===== config.mk =====
export PLATFORM = sky130hd
export DESIGN_NAME = apb_buffered_bridge
export DESIGN_NICKNAME = d
export VERILOG_FILES = /design/src/rtl/apb_buffered_bridge.sv
export SDC_FILE = /design/constraint.sdc
export NUM_CORES = 1
export LEC_CHECK = 0
export CAP_MARGIN = 40
export CORE_ASPECT_RATIO = 1.75
export CORE_UTILIZATION = 60
export CTS_CLUSTER_SIZE = 40
export DETAILED_ROUTE_END_ITERATION = 7
export DONT_BUFFER_PORTS = 1
export GPL_TIMING_DRIVEN = 0
export PLACE_DENSITY = 0.86
export SETUP_SLACK_MARGIN = 0.4
export SLEW_MARGIN = 0
export SYNTH_ARGS = -nofsm -noshare
export SYNTH_HDL_FRONTEND = slang
export SYNTH_SLANG_ARGS = --single-unit

===== constraint.sdc =====
create_clock -name clk -period 7.5 [get_ports clk]
set_input_delay 0.75 -clock clk [delete_from_list [all_inputs] [get_ports clk]]
set_output_delay 0.75 -clock clk [all_outputs]
set_load 0.02 [all_outputs]

===== src/rtl/apb_buffered_bridge.sv =====
// apb_buffered_bridge
// Single-clock APB-to-APB bridge. Requests from the upstream (side A)
// slave port are queued in a small command FIFO and replayed in order by
// a full APB master on the downstream (side B) segment. Writes may
// complete upstream as soon as they are queued (posted). Reads, and
// writes when posting is disabled, hold the upstream transfer in wait
// states until the matching downstream completion returns its data and
// error status.

module apb_buffered_bridge #(
    parameter int ADDR_W    = 32,
    parameter int DATA_W    = 32,
    parameter int DEPTH     = 4,
    parameter int POSTED_WR = 1
) (
    input  logic                     clk,
    input  logic                     rst,

    // upstream APB slave port
    input  logic [ADDR_W-1:0]        paddr_a,
    input  logic [DATA_W-1:0]        pwdata_a,
    input  logic                     pwrite_a,
    input  logic                     psel_a,
    input  logic                     penable_a,
    output logic [DATA_W-1:0]        prdata_a,
    output logic                     pready_a,
    output logic                     pslverr_a,

    // downstream APB master port
    output logic [ADDR_W-1:0]        paddr_b,
    output logic [DATA_W-1:0]        pwdata_b,
    output logic                     pwrite_b,
    output logic                     psel_b,
    output logic                     penable_b,
    input  logic [DATA_W-1:0]        prdata_b,
    input  logic                     pready_b,
    input  logic                     pslverr_b,

    // posted-write error reporting and queue status
    input  logic                     err_clr,
    output logic                     err_posted,
    output logic [$clog2(DEPTH):0]   cmd_level
);

    localparam int PTR_W   = $clog2(DEPTH);
    localparam int ENTRY_W = 2 + ADDR_W + DATA_W;

    localparam logic [PTR_W:0] PTR_ONE = {{PTR_W{1'b0}}, 1'b1};

    // upstream FSM states
    localparam logic [1:0] A_IDLE   = 2'd0;
    localparam logic [1:0] A_WAIT   = 2'd1;
    localparam logic [1:0] A_DONE   = 2'd2;

    // downstream FSM states
    localparam logic [1:0] B_IDLE   = 2'd0;
    localparam logic [1:0] B_SETUP  = 2'd1;
    localparam logic [1:0] B_ACCESS = 2'd2;

    // ------------------------------------------------------------------
    // command FIFO: circular buffer, pointers carry one extra wrap bit so
    // that equal indices can be told apart as either full or empty
    // ------------------------------------------------------------------
    logic [ENTRY_W-1:0] fifo_mem [DEPTH];
    logic [PTR_W:0]     wr_ptr;
    logic [PTR_W:0]     rd_ptr;
    logic               fifo_full;
    logic               fifo_empty;
    logic               push;
    logic               pop;
    logic               push_need_rsp;
    logic [ENTRY_W-1:0] push_entry;
    logic [ENTRY_W-1:0] pop_entry;

    logic [1:0]         a_state;
    logic [1:0]         b_state;
    logic               b_need_rsp;
    logic               b_complete;

    // Both flags come straight from registered pointers, so a slot freed
    // by a pop is only offered to side A on the following cycle.
    assign fifo_empty = (wr_ptr == rd_ptr);
    assign fifo_full  = (wr_ptr[PTR_W] != rd_ptr[PTR_W]) &&
                        (wr_ptr[PTR_W-1:0] == rd_ptr[PTR_W-1:0]);
    assign cmd_level  = wr_ptr - rd_ptr;

    // Reads always need the completion; writes need it only when posting
    // is disabled.
    assign push_need_rsp = !pwrite_a || (POSTED_WR == 0);
    assign push_entry    = {push_need_rsp, pwrite_a, paddr_a, pwdata_a};
    assign pop_entry     = fifo_mem[rd_ptr[PTR_W-1:0]];

    // A request is accepted only while side A is idle and space exists.
    assign push = (a_state == A_IDLE) && psel_a && penable_a && !fifo_full;

    // A downstream transfer finishes on the access cycle the slave is ready.
    assign b_complete = (b_state == B_ACCESS) && pready_b;

    // Side B takes the next command when idle or right as it finishes the
    // current one; an entry written this edge is not yet visible here.
    assign pop = !fifo_empty && ((b_state == B_IDLE) || b_complete);

    // Entry storage has no reset: only slots between the pointers matter.
    always_ff @(posedge clk) begin
        if (push) begin
            fifo_mem[wr_ptr[PTR_W-1:0]] <= push_entry;
        end
    end

    // Write pointer advances on every accepted request.
    always_ff @(posedge clk) begin
        if (rst) begin
            wr_ptr <= '0;
        end else if (push) begin
            wr_ptr <= wr_ptr + PTR_ONE;
        end
    end

    // Read pointer advances whenever side B takes a command.
    always_ff @(posedge clk) begin
        if (rst) begin
            rd_ptr <= '0;
        end else if (pop) begin
            rd_ptr <= rd_ptr + PTR_ONE;
        end
    end

    // ------------------------------------------------------------------
    // side A: accept, optionally wait for the downstream response, then
    // give exactly one ready cycle
    // ------------------------------------------------------------------

    // Upstream FSM with registered ready, read data and error.
    always_ff @(posedge clk) begin
        if (rst) begin
            a_state   <= A_IDLE;
            pready_a  <= 1'b0;
            prdata_a  <= '0;
            pslverr_a <= 1'b0;
        end else begin
            case (a_state)
                A_IDLE: begin
                    pready_a  <= 1'b0;
                    prdata_a  <= '0;
                    pslverr_a <= 1'b0;
                    if (push) begin
                        if (push_need_rsp) begin
                            a_state <= A_WAIT;
                        end else begin
                            a_state  <= A_DONE;
                            pready_a <= 1'b1;
                        end
                    end
                end
                A_WAIT: begin
                    // Only one need_rsp command can be in flight, so the
                    // first such completion is the one being waited for.
                    if (b_complete && b_need_rsp) begin
                        a_state   <= A_DONE;
                        pready_a  <= 1'b1;
                        prdata_a  <= prdata_b;
                        pslverr_a <= pslverr_b;
                    end
                end
                A_DONE: begin
                    a_state   <= A_IDLE;
                    pready_a  <= 1'b0;
                    prdata_a  <= '0;
                    pslverr_a <= 1'b0;
                end
                default: begin
                    a_state   <= A_IDLE;
                    pready_a  <= 1'b0;
                    prdata_a  <= '0;
                    pslverr_a <= 1'b0;
                end
            endcase
        end
    end

    // ------------------------------------------------------------------
    // side B: APB master replaying queued commands in order
    // ------------------------------------------------------------------

    // Downstream FSM; all bus outputs are registered.
    always_ff @(posedge clk) begin
        if (rst) begin
            b_state    <= B_IDLE;
            psel_b     <= 1'b0;
            penable_b  <= 1'b0;
            paddr_b    <= '0;
            pwdata_b   <= '0;
            pwrite_b   <= 1'b0;
            b_need_rsp <= 1'b0;
        end else begin
            case (b_state)
                B_IDLE: begin
                    psel_b    <= 1'b0;
                    penable_b <= 1'b0;
                    if (pop) begin
                        b_state    <= B_SETUP;
                        psel_b     <= 1'b1;
                        b_need_rsp <= pop_entry[ENTRY_W-1];
                        pwrite_b   <= pop_entry[ENTRY_W-2];
                        paddr_b    <= pop_entry[DATA_W +: ADDR_W];
                        pwdata_b   <= pop_entry[DATA_W-1:0];
                    end
                end
                B_SETUP: begin
                    b_state   <= B_ACCESS;
                    psel_b    <= 1'b1;
                    penable_b <= 1'b1;
                end
                B_ACCESS: begin
                    if (pready_b) begin
                        if (pop) begin
                            // back-to-back: select stays high into the
                            // next setup phase
                            b_state    <= B_SETUP;
                            psel_b     <= 1'b1;
                            penable_b  <= 1'b0;
                            b_need_rsp <= pop_entry[ENTRY_W-1];
                            pwrite_b   <= pop_entry[ENTRY_W-2];
                            paddr_b    <= pop_entry[DATA_W +: ADDR_W];
                            pwdata_b   <= pop_entry[DATA_W-1:0];
                        end else begin
                            b_state   <= B_IDLE;
                            psel_b    <= 1'b0;
                            penable_b <= 1'b0;
                        end
                    end
                end
                default: begin
                    b_state   <= B_IDLE;
                    psel_b    <= 1'b0;
                    penable_b <= 1'b0;
                end
            endcase
        end
    end

    // Sticky flag for errors on writes nobody upstream is waiting for; a
    // new error in the same cycle as a clear keeps the flag set.
    always_ff @(posedge clk) begin
        if (rst) begin
            err_posted <= 1'b0;
        end else if (b_complete && pwrite_b && !b_need_rsp && pslverr_b) begin
            err_posted <= 1'b1;
        end else if (err_clr) begin
            err_posted <= 1'b0;
        end
    end

endmodule


* After elaboration in Yosys (flattened, before gate mapping)
Memories as Yosys holds them, arrays and structs flattened. A register that Yosys moved wholly into a read port is not among the register bits.
Index checks and enable logic that the tools add are counted.
** Storage, ports and cells
- Register bits :: 113
- Bits in writable memories :: 264
- Bits of input ports :: 104
- Output and inout port bits :: 105
- Logic and storage cells :: 87
- Memories :: 1
** Cells by class
- Add/sub/neg operators :: 3
- Equal/unequal tests :: 10
- Multiplexer cells :: 35
- Bitwise gates (word level) :: 1
- Reduce and logical (&&, ||, !) cells :: 23
** Memory list
- fifo_mem :: depth 4, bits a word 66, read ports 1, clocked after memory_dff 1, wr ports 1, RTL line 64 : logic [ENTRY_W-1:0] fifo_mem [DEPTH];
** Operator list (count)
- 32-bit two-way mux :: 4
- 32-bit one-hot mux with 2 select lines :: 2
- 1-bit two-way mux :: 15
- 2-bit two-way mux :: 7
- 1-bit logical AND :: 10
- 2-bit inequality test (second input constant) :: 4
- 1-bit one-hot mux with 2 select lines :: 4
- 3-bit by 1-bit adder with 3-bit output (second input constant) :: 2
- 2-bit one-hot mux with 3 select lines :: 1
- 2-bit AND reduction :: 3
- 2-bit by 1-bit == test with 1-bit output (second input constant) :: 2
- 1-bit zero test :: 4
- 2-bit zero test :: 2
- 2-bit one-hot mux with 2 select lines :: 1
- 2-bit nonzero test :: 2
- 3-bit == test :: 1
- 1-bit one-hot mux with 3 select lines :: 1
- 3-bit subtractor :: 1
- 2-bit == test :: 1
- 2-bit == test (second input constant) :: 1
- 2-bit OR reduction :: 1
- 1-bit logical OR :: 1
- 1-bit inequality test :: 1
- 1-bit NOT :: 1

* Depth between registers and ports, before layout
Gate-level depths: netlist of run 1.
- Depth in word-level cells :: 7
- Mapped depth :: 7
- Depth with buffers taken out :: 5

* Least setup slack after synthesis of run 1
OpenSTA, ideal clock, no wires.
- Path kind :: reg-to-reg
- From :: reg wr_ptr[0]
- To :: reg wr_ptr[2]
- Library setup time :: 0.083 ns
- Arrival :: 6.712 ns
- Required time :: 7.417 ns
- Slack :: 0.705 ns
- Stages on the path, launching flop included :: 6
- Path buffers :: 0
- Period minus slack after synthesis :: 6.795 ns
- Cells stage by stage :: dfxtp_1 inv_1 ha_1 and2_1 a211oi_1 mux2_2
** On the way
- Cells in the longest elaborated chain, start to end :: 4
- Elaborated cells on any way between the ends :: 5
- Those cells by class :: add/sub (1); eq/ne (1); reduce/logical (3)
** RTL lines
- start: declaration :: RTL line 65 : logic [PTR_W:0] wr_ptr;
- start signal: assignment :: RTL line 115 : wr_ptr <= wr_ptr + PTR_ONE;
- branches (longest 4 deep; another with 3-bit by 1-bit adder with 3-bit output)
Several ways; the timed one is not identified.
A chain may end at the register's enable or synchronous reset.

* Worst setup path after layout of run 1
- From :: reg wr_ptr[0]
- To :: out cmd_level[2]
** On the way
- Cells in the longest elaborated chain, start to end :: 1
** RTL lines
- 3-bit subtractor :: RTL line 85 : assign cmd_level = wr_ptr - rd_ptr;
- end: declaration :: RTL line 42 : output logic [$clog2(DEPTH):0] cmd_level
Every way passes these cells.

==> results of run 1 <==
path summary, 6_finish.rpt:
| check | start | to | slack (ps) | cells past startpoint |
|---|---|---|---|---|
| worst max register to register | wr_ptr[0] | fifo_mem[2][57] | 4710 | 6 |
| worst min-delay path | pwdata_a[24] | fifo_mem[0][24] | 330 | 0 |
| worst min register to register | a_state[0] | a_state[1] | 530 | 2 |
| worst max-delay path | wr_ptr[0] | cmd_level[2] | 4650 | 4 |
cell usage after synthesis:
master and n:
edfxtp_1 264, dfxtp_1 115, a21oi_1 105, nand2_1 74, nand2b_1 69, a211o_1 66, mux4_2 66, nor3_1 66
clkbuf_1 47, buf_2 14, inv_1 9, nor2_1 8, ha_1 7, buf_4 5, mux2_2 5, and2_1 4
nor2b_1 4, buf_1 3, a2111oi_0 2, a211oi_1 2, and4b_1 2, mux2i_1 2, o2111ai_1 2, o21ai_0 2
a2111oi_4 1, a21boi_0 1, and3b_1 1, fa_1 1, inv_2 1, nand4_1 1, nand4b_1 1, nand4bb_1 1
or2_2 1, or3b_2 1, xnor2_1 1, xnor2_2 1, xor2_1 1
worst max-delay path: stages (launching register included):
cell,delay [ps]
dfxtp_1,390
inv_1,120
ha_1,240
fa_1,370
xnor2_1,470
area by class of cell:
| class | count | share of cell area |
|---|---|---|
| Clock inverter | 16 | 0.0118 |
| Inverter | 10 | 0.00229 |
| Sequential cell | 379 | 0.623 |
| Multi-Input combinational cell | 498 | 0.251 |
| Buffer | 69 | 0.0180 |
| Tap cell | 308 | 0.0235 |
| Timing Repair Buffer | 8 | 0.0102 |
| Clock buffer | 46 | 0.0603 |
power by group:
part	internal [uW]	leakage [uW]	switching [uW]
Sequential	2470	0.00333	434
Combinational	435	0.00177	584
Clock	1070	0.000586	737
registers in the layout (all words and copies together) (netlist names), named ones only:
signal,cells
pready_a,1
b_need_rsp,1
rd_ptr,3
wr_ptr,3
fifo_mem,264
paddr_b,32
err_posted,1
pwdata_b,32
pslverr_a,1
pwrite_b,1
penable_b,1
b_state,2
prdata_a,32
a_state,2
psel_b,1
routing by layer:
metal	vias up	routed length (microns)	share of wire	GRT usage
met5	-	0	0	0
met4	0	1340	0.042	0.123
met3	82	2500	0.078	0.0663
met2	363	17600	0.55	0.486
met1	4190	10700	0.33	0.270
li1	3743	-	-	-
cells by family (layout without fill, tap and decap cells):
group,Yosys count,after routing,synth area share
AO/OA/AOI/OAI,181,181,0.0818
XOR/XNOR,3,3,0.00231
adder cells (fa/ha/maj),8,8,0.00734
buffers and inverters,79,149,0.0227
flip-flops,379,379,0.698
multiplexers,73,73,0.107
AND/OR/NAND/NOR,233,233,0.0812
metrics by stage:
stage | utilization | setup slack [ps] | TNS (ps)
after floorplan | - | 705 | 0
after global placement | 0.626 | -3580 | -205550
after detailed placement | 0.634 | 4680 | 0
after CTS | 0.683 | 4640 | 0
after global routing | 0.683 | 4570 | 0
final | 0.683 | 4650 | 0
==> impl_metrics.ini, run 1 <==
[grt]
grt_pass1_vias = 8881
grt_antenna_before_repair = 0
grt-ovfl-total = 0
grt_usage = 0.262
grt_pass1_wl_mm = 48.6
grt_max_degree = 41

[sta]
slew_viol_final = 0
relSlewSlack = 0.438
hold_slack_ps = 327
setup_viol = 0
rsz0062_at_grt = false
finalCritPeriodShare = 0.380
fmax_mhz = 351
worst_clock_skew_ps = 15.6
min_period_ps = 2850
hold_violations = 0
worst_slew_pin_slew_ps = 844

[routing]
firstDrtPassIters = 5
drt_iter0_markers = 592
drt-vias-per-instance = 6.28
drc_errors = 0
drt_wl_total_mm = 32.2
drt-wirelength-per-cell_microns = 24.1
via_count = 8378
antenna_left = 0

[yosys]
synthesis.nets = 1068
ys_ff_latch = 379
ys_seq_area_frac = 0.698
syn_inst = 956
ys_top_cells_by_area = edfxtp_1, dfxtp_1, mux4_2
synth_top_area_cell = edfxtp_1
ys_types = 37
synth.cell_area_sq_um = 14700
syn_avg_cell_area_sq_um = 15.3
yosys_warnings = 0
synth_top_area_share = 0.541

[final_layout]
diodes = 0
multi_input_area_sq_um = 4110
most-common-layout-cells = edfxtp_1, dfxtp_1, a21oi_1
fin_cells = 1334
n_fill_cell = 1589
layout_commonest_cell = edfxtp_1
drive_above_1_share = 0.157
final_cell_area_sq_um = 16400
area_growth_pct = 12.0
seqCellArea_sq_um = 10200
final_nets = 1112

[clocking]
cts_buffer_depth = 3
numCtsBuffers = 34
cts.sinks = 379
cts_root_buffer = clkbuf_16
cts-hold-fix-buffers = 0
htree_levels = 2
cts_tree = yes
cts_resized = 0
clk_latency_ps = 510
post_cts_buffers = 0
clk_pin_slew_worst_paths_ps = 70

[pwr]
powerDensity_nw_per_um2 = 349
p_leak_uw = 0.00569
finalPower_uw = 5730
ir_drop_mv = 0.226

[run_status]
status = complete, no violations

[floorplanning]
core_sq_um = 24000
start_util = 0.610
die_area_sq_um = 25100
std_cell_rows = 75
fp.dieW_microns = 120
io_pins = 209
die_h_microns = 209

[job]
drv_cap = 0

[critical_path]
cp.arrival_ps = 2100
cp-end-kind = output port
startpoint_type = flip-flop
required_ps = 6750
path_max_fanout = 4
criticalPathCategory = reg -> out

[place]
placedInstanceArea_sq_um = 15200
place_congestion = 0.785
dp_cells = 1272
numPortBuffers = 0
place_hpwl_mm = 21.4

[hold_path]
hold_class = in -> reg
Note: power is estimated with default switching activity, not from simulation.
==> inputs of run 2 (changes only) <==
--- a/config.mk
+++ b/config.mk
@@ -7,12 +7,12 @@
 export LEC_CHECK = 0
 export CAP_MARGIN = 40
 export CORE_ASPECT_RATIO = 1.75
-export CORE_UTILIZATION = 60
+export CORE_UTILIZATION = 57
 export CTS_CLUSTER_SIZE = 40
 export DETAILED_ROUTE_END_ITERATION = 7
 export DONT_BUFFER_PORTS = 1
 export GPL_TIMING_DRIVEN = 0
-export PLACE_DENSITY = 0.86
+export PLACE_DENSITY = 0.85
 export SETUP_SLACK_MARGIN = 0.4
 export SLEW_MARGIN = 0
 export SYNTH_ARGS = -nofsm -noshare
==> constraint.sdc (replaced) <==
create_clock -name clk -period 2.55 [get_ports clk]
set_input_delay 0.255 -clock clk [delete_from_list [all_inputs] [get_ports clk]]
set_output_delay 0.255 -clock clk [all_outputs]
set_load 0.02 [all_outputs]
==> run 2 against run 1 <==
Compared with the run above:
- first-iteration DRC count increased by 24%
- critical path depth is 2 higher
- cell count grew 9.2%
- die area up 5.2%
- cell area rose by 7.0%
- register-to-register slack got worse by 4300 ps
- via count up 9.0%
- sequential share of layout area is 4.0 points lower
- sequential power rose to 3.0 times the previous value
- wire length up 13%
- highest routed layer unchanged
==> impl_metrics.ini, run 2 (same netlist as run 1, synthesis figures left out) <==
[run_status]
status = complete, no violations

[critical_path]
critical-path-top-delay-family = simple AND/OR/NAND/NOR gates
slowest_stage = dfxtp_4
reg2regPathDepth = 6
crit_path_frequent_cell = and2_4
cp.arrival_ps = 2290
critPathBufInv = 2
criticalPathCategory = reg -> reg
worstPathCellList = inv_2 > ha_4 > and2_4 > a21oi_4 > and2_4 > buf_16
reg2reg_slack_ps = 460
r2r_start = wr_ptr[0]
required_ps = 2750
path_max_fanout = 40
timing.rr.end = fifo_mem[0][51]
startpoint_type = flip-flop
slowest_delay_ps = 360
cp-end-kind = flip-flop

[routing]
drc_errors = 0
antenna_left = 0
drt_iter0_markers = 735
via_count = 9130
firstDrtPassIters = 7
drt_wl_total_mm = 36.2
drt-vias-per-instance = 6.27
drt-wirelength-per-cell_microns = 24.9

[place]
pre_cts_ws_ps = 46.7
place_congestion = 0.826
place_hpwl_mm = 21.5
numPortBuffers = 0

[final_layout]
area_growth_pct = 19.8
layout_commonest_cell = edfxtp_1
final_nets = 1224
n_fill_cell = 1603
most-common-layout-cells = edfxtp_1, dfxtp_1, a21oi_1
largest_register_ffs = 264
drive_above_1_share = 0.164

[clocking]
cts_buffer_depth = 3
numCtsBuffers = 34
cts_root_buffer = clkbuf_16
cts.sinks = 379
cts_tree = yes
clk_pin_slew_worst_paths_ps = 70
htree_levels = 2
clk_latency_ps = 520

[job]
drv_cap = 0

[floorplanning]
core_sq_um = 25200
start_util = 0.581
fp.dieW_microns = 123
io_pins = 209
die_area_sq_um = 26400
die_h_microns = 214
std_cell_rows = 77

[hold_path]
min_from = pwrite_a
hold_class = in -> reg
worstHoldEndpoint = a_state[1]
worstHoldPathCells = 3

[grt]
grt-ovfl-total = 0
grt_pass1_wl_mm = 53.9
grt_max_degree = 45
grt_pass1_vias = 9639
grt_antenna_before_repair = 3
grt_usage = 0.279

[sta]
worst_clock_skew_ps = 7.99
finalCritPeriodShare = 0.821
fmax_mhz = 477
tns_ps = 0
relSlewSlack = 0.490
slew_viol_final = 0
rsz0062_at_grt = false
worst_slew_pin_slew_ps = 764
hold_violations = 0
setup_viol = 0
setup_slack_ps = 456
min_period_ps = 2090

[pwr]
ir_drop_mv = 0.693
powerDensity_nw_per_um2 = 961
p_leak_uw = 0.00618
[run 2: changes by cell type in the layout (fill, tap and decap cells not counted), sizes merged]
cell	change
clkbuf	+6
bufinv	-4
dlygate4sd3	+102
inv	-2
diode	+3
clkinv	-1
clkinvlp	+1
buf	+7
and2	+3
[run 2: repair_timing]
action / in CTS / in global routing
hold endpoints to repair: 300 / 0
hold buffers: 102 / 0
gates cloned: 3 / 0
buffers inserted: 7 / 0
pin swaps: 5 / 2
gates resized for setup: 12 / 19
setup endpoints to repair: 268 / 39
[run 2: routing by layer]
| layer | GRT usage | wire (microns) |
|---|---|---|
| met1 | 0.280 | 11600 |
| met2 | 0.508 | 19700 |
| met3 | 0.0702 | 3070 |
| met4 | 0.157 | 1820 |
| met5 | 0 | 0 |
[run 2: report_power, final]
part / internal (uW) / switching, uW
logic: 1450 / 1860
clock network: 2840 / 2170
registers: 7260 / 1300
[run 2: cell type report]
type	count	area [sq um]	share of cell area
multi-input cells	501	4190	0.239
flip-flops and latches	379	10200	0.583
clock buffers	52	1040	0.0595
plain buffers	69	323	0.0184
repair buffers	117	1270	0.0723
diodes	3	7.51	0.000428
inverters	10	37.5	0.00214
clock inverters	10	52.6	0.00299
well taps	316	395	0.0225
[run 2: per-stage QoR]
stage | power [uW] | util | hold slack [ps] | area [sq um] | std cells
final | 16900 | 0.695 | 75.6 | 17600 | 1457
after detailed placement | 11700 | 0.605 | 354 | 15300 | 1280
after CTS | 16900 | 0.694 | 60.2 | 17500 | 1454
after floorplan | 10700 | - | 354 | 14700 | 956
after global routing | 17500 | 0.695 | 76.0 | 17600 | 1457
after global placement | 11600 | 0.598 | 354 | 15100 | 1272
[run 2: worst max-delay path by stage]
stage / from / end / slack, ps / cells past startpoint
final: wr_ptr[0] / fifo_mem[0][51] / 460 / 6
after global routing: flip-flop / paddr_b[22] / 410 / 4
after CTS: flip-flop / pwdata_b[0] / 410 / 4
after detailed placement: wr_ptr[0] / fifo_mem[0][50] / 50 / 6
after global placement: rd_ptr[1] / wr_ptr[2] / -2020 / 5
after floorplan: rd_ptr[1] / wr_ptr[2] / -650 / 5
[run 2: worst reg2reg max path: stages (launching register included)]
cell and delay (ps):
dfxtp_4 360, inv_2 110, ha_4 230, and2_4 190
a21oi_4 330, and2_4 250, buf_16 240
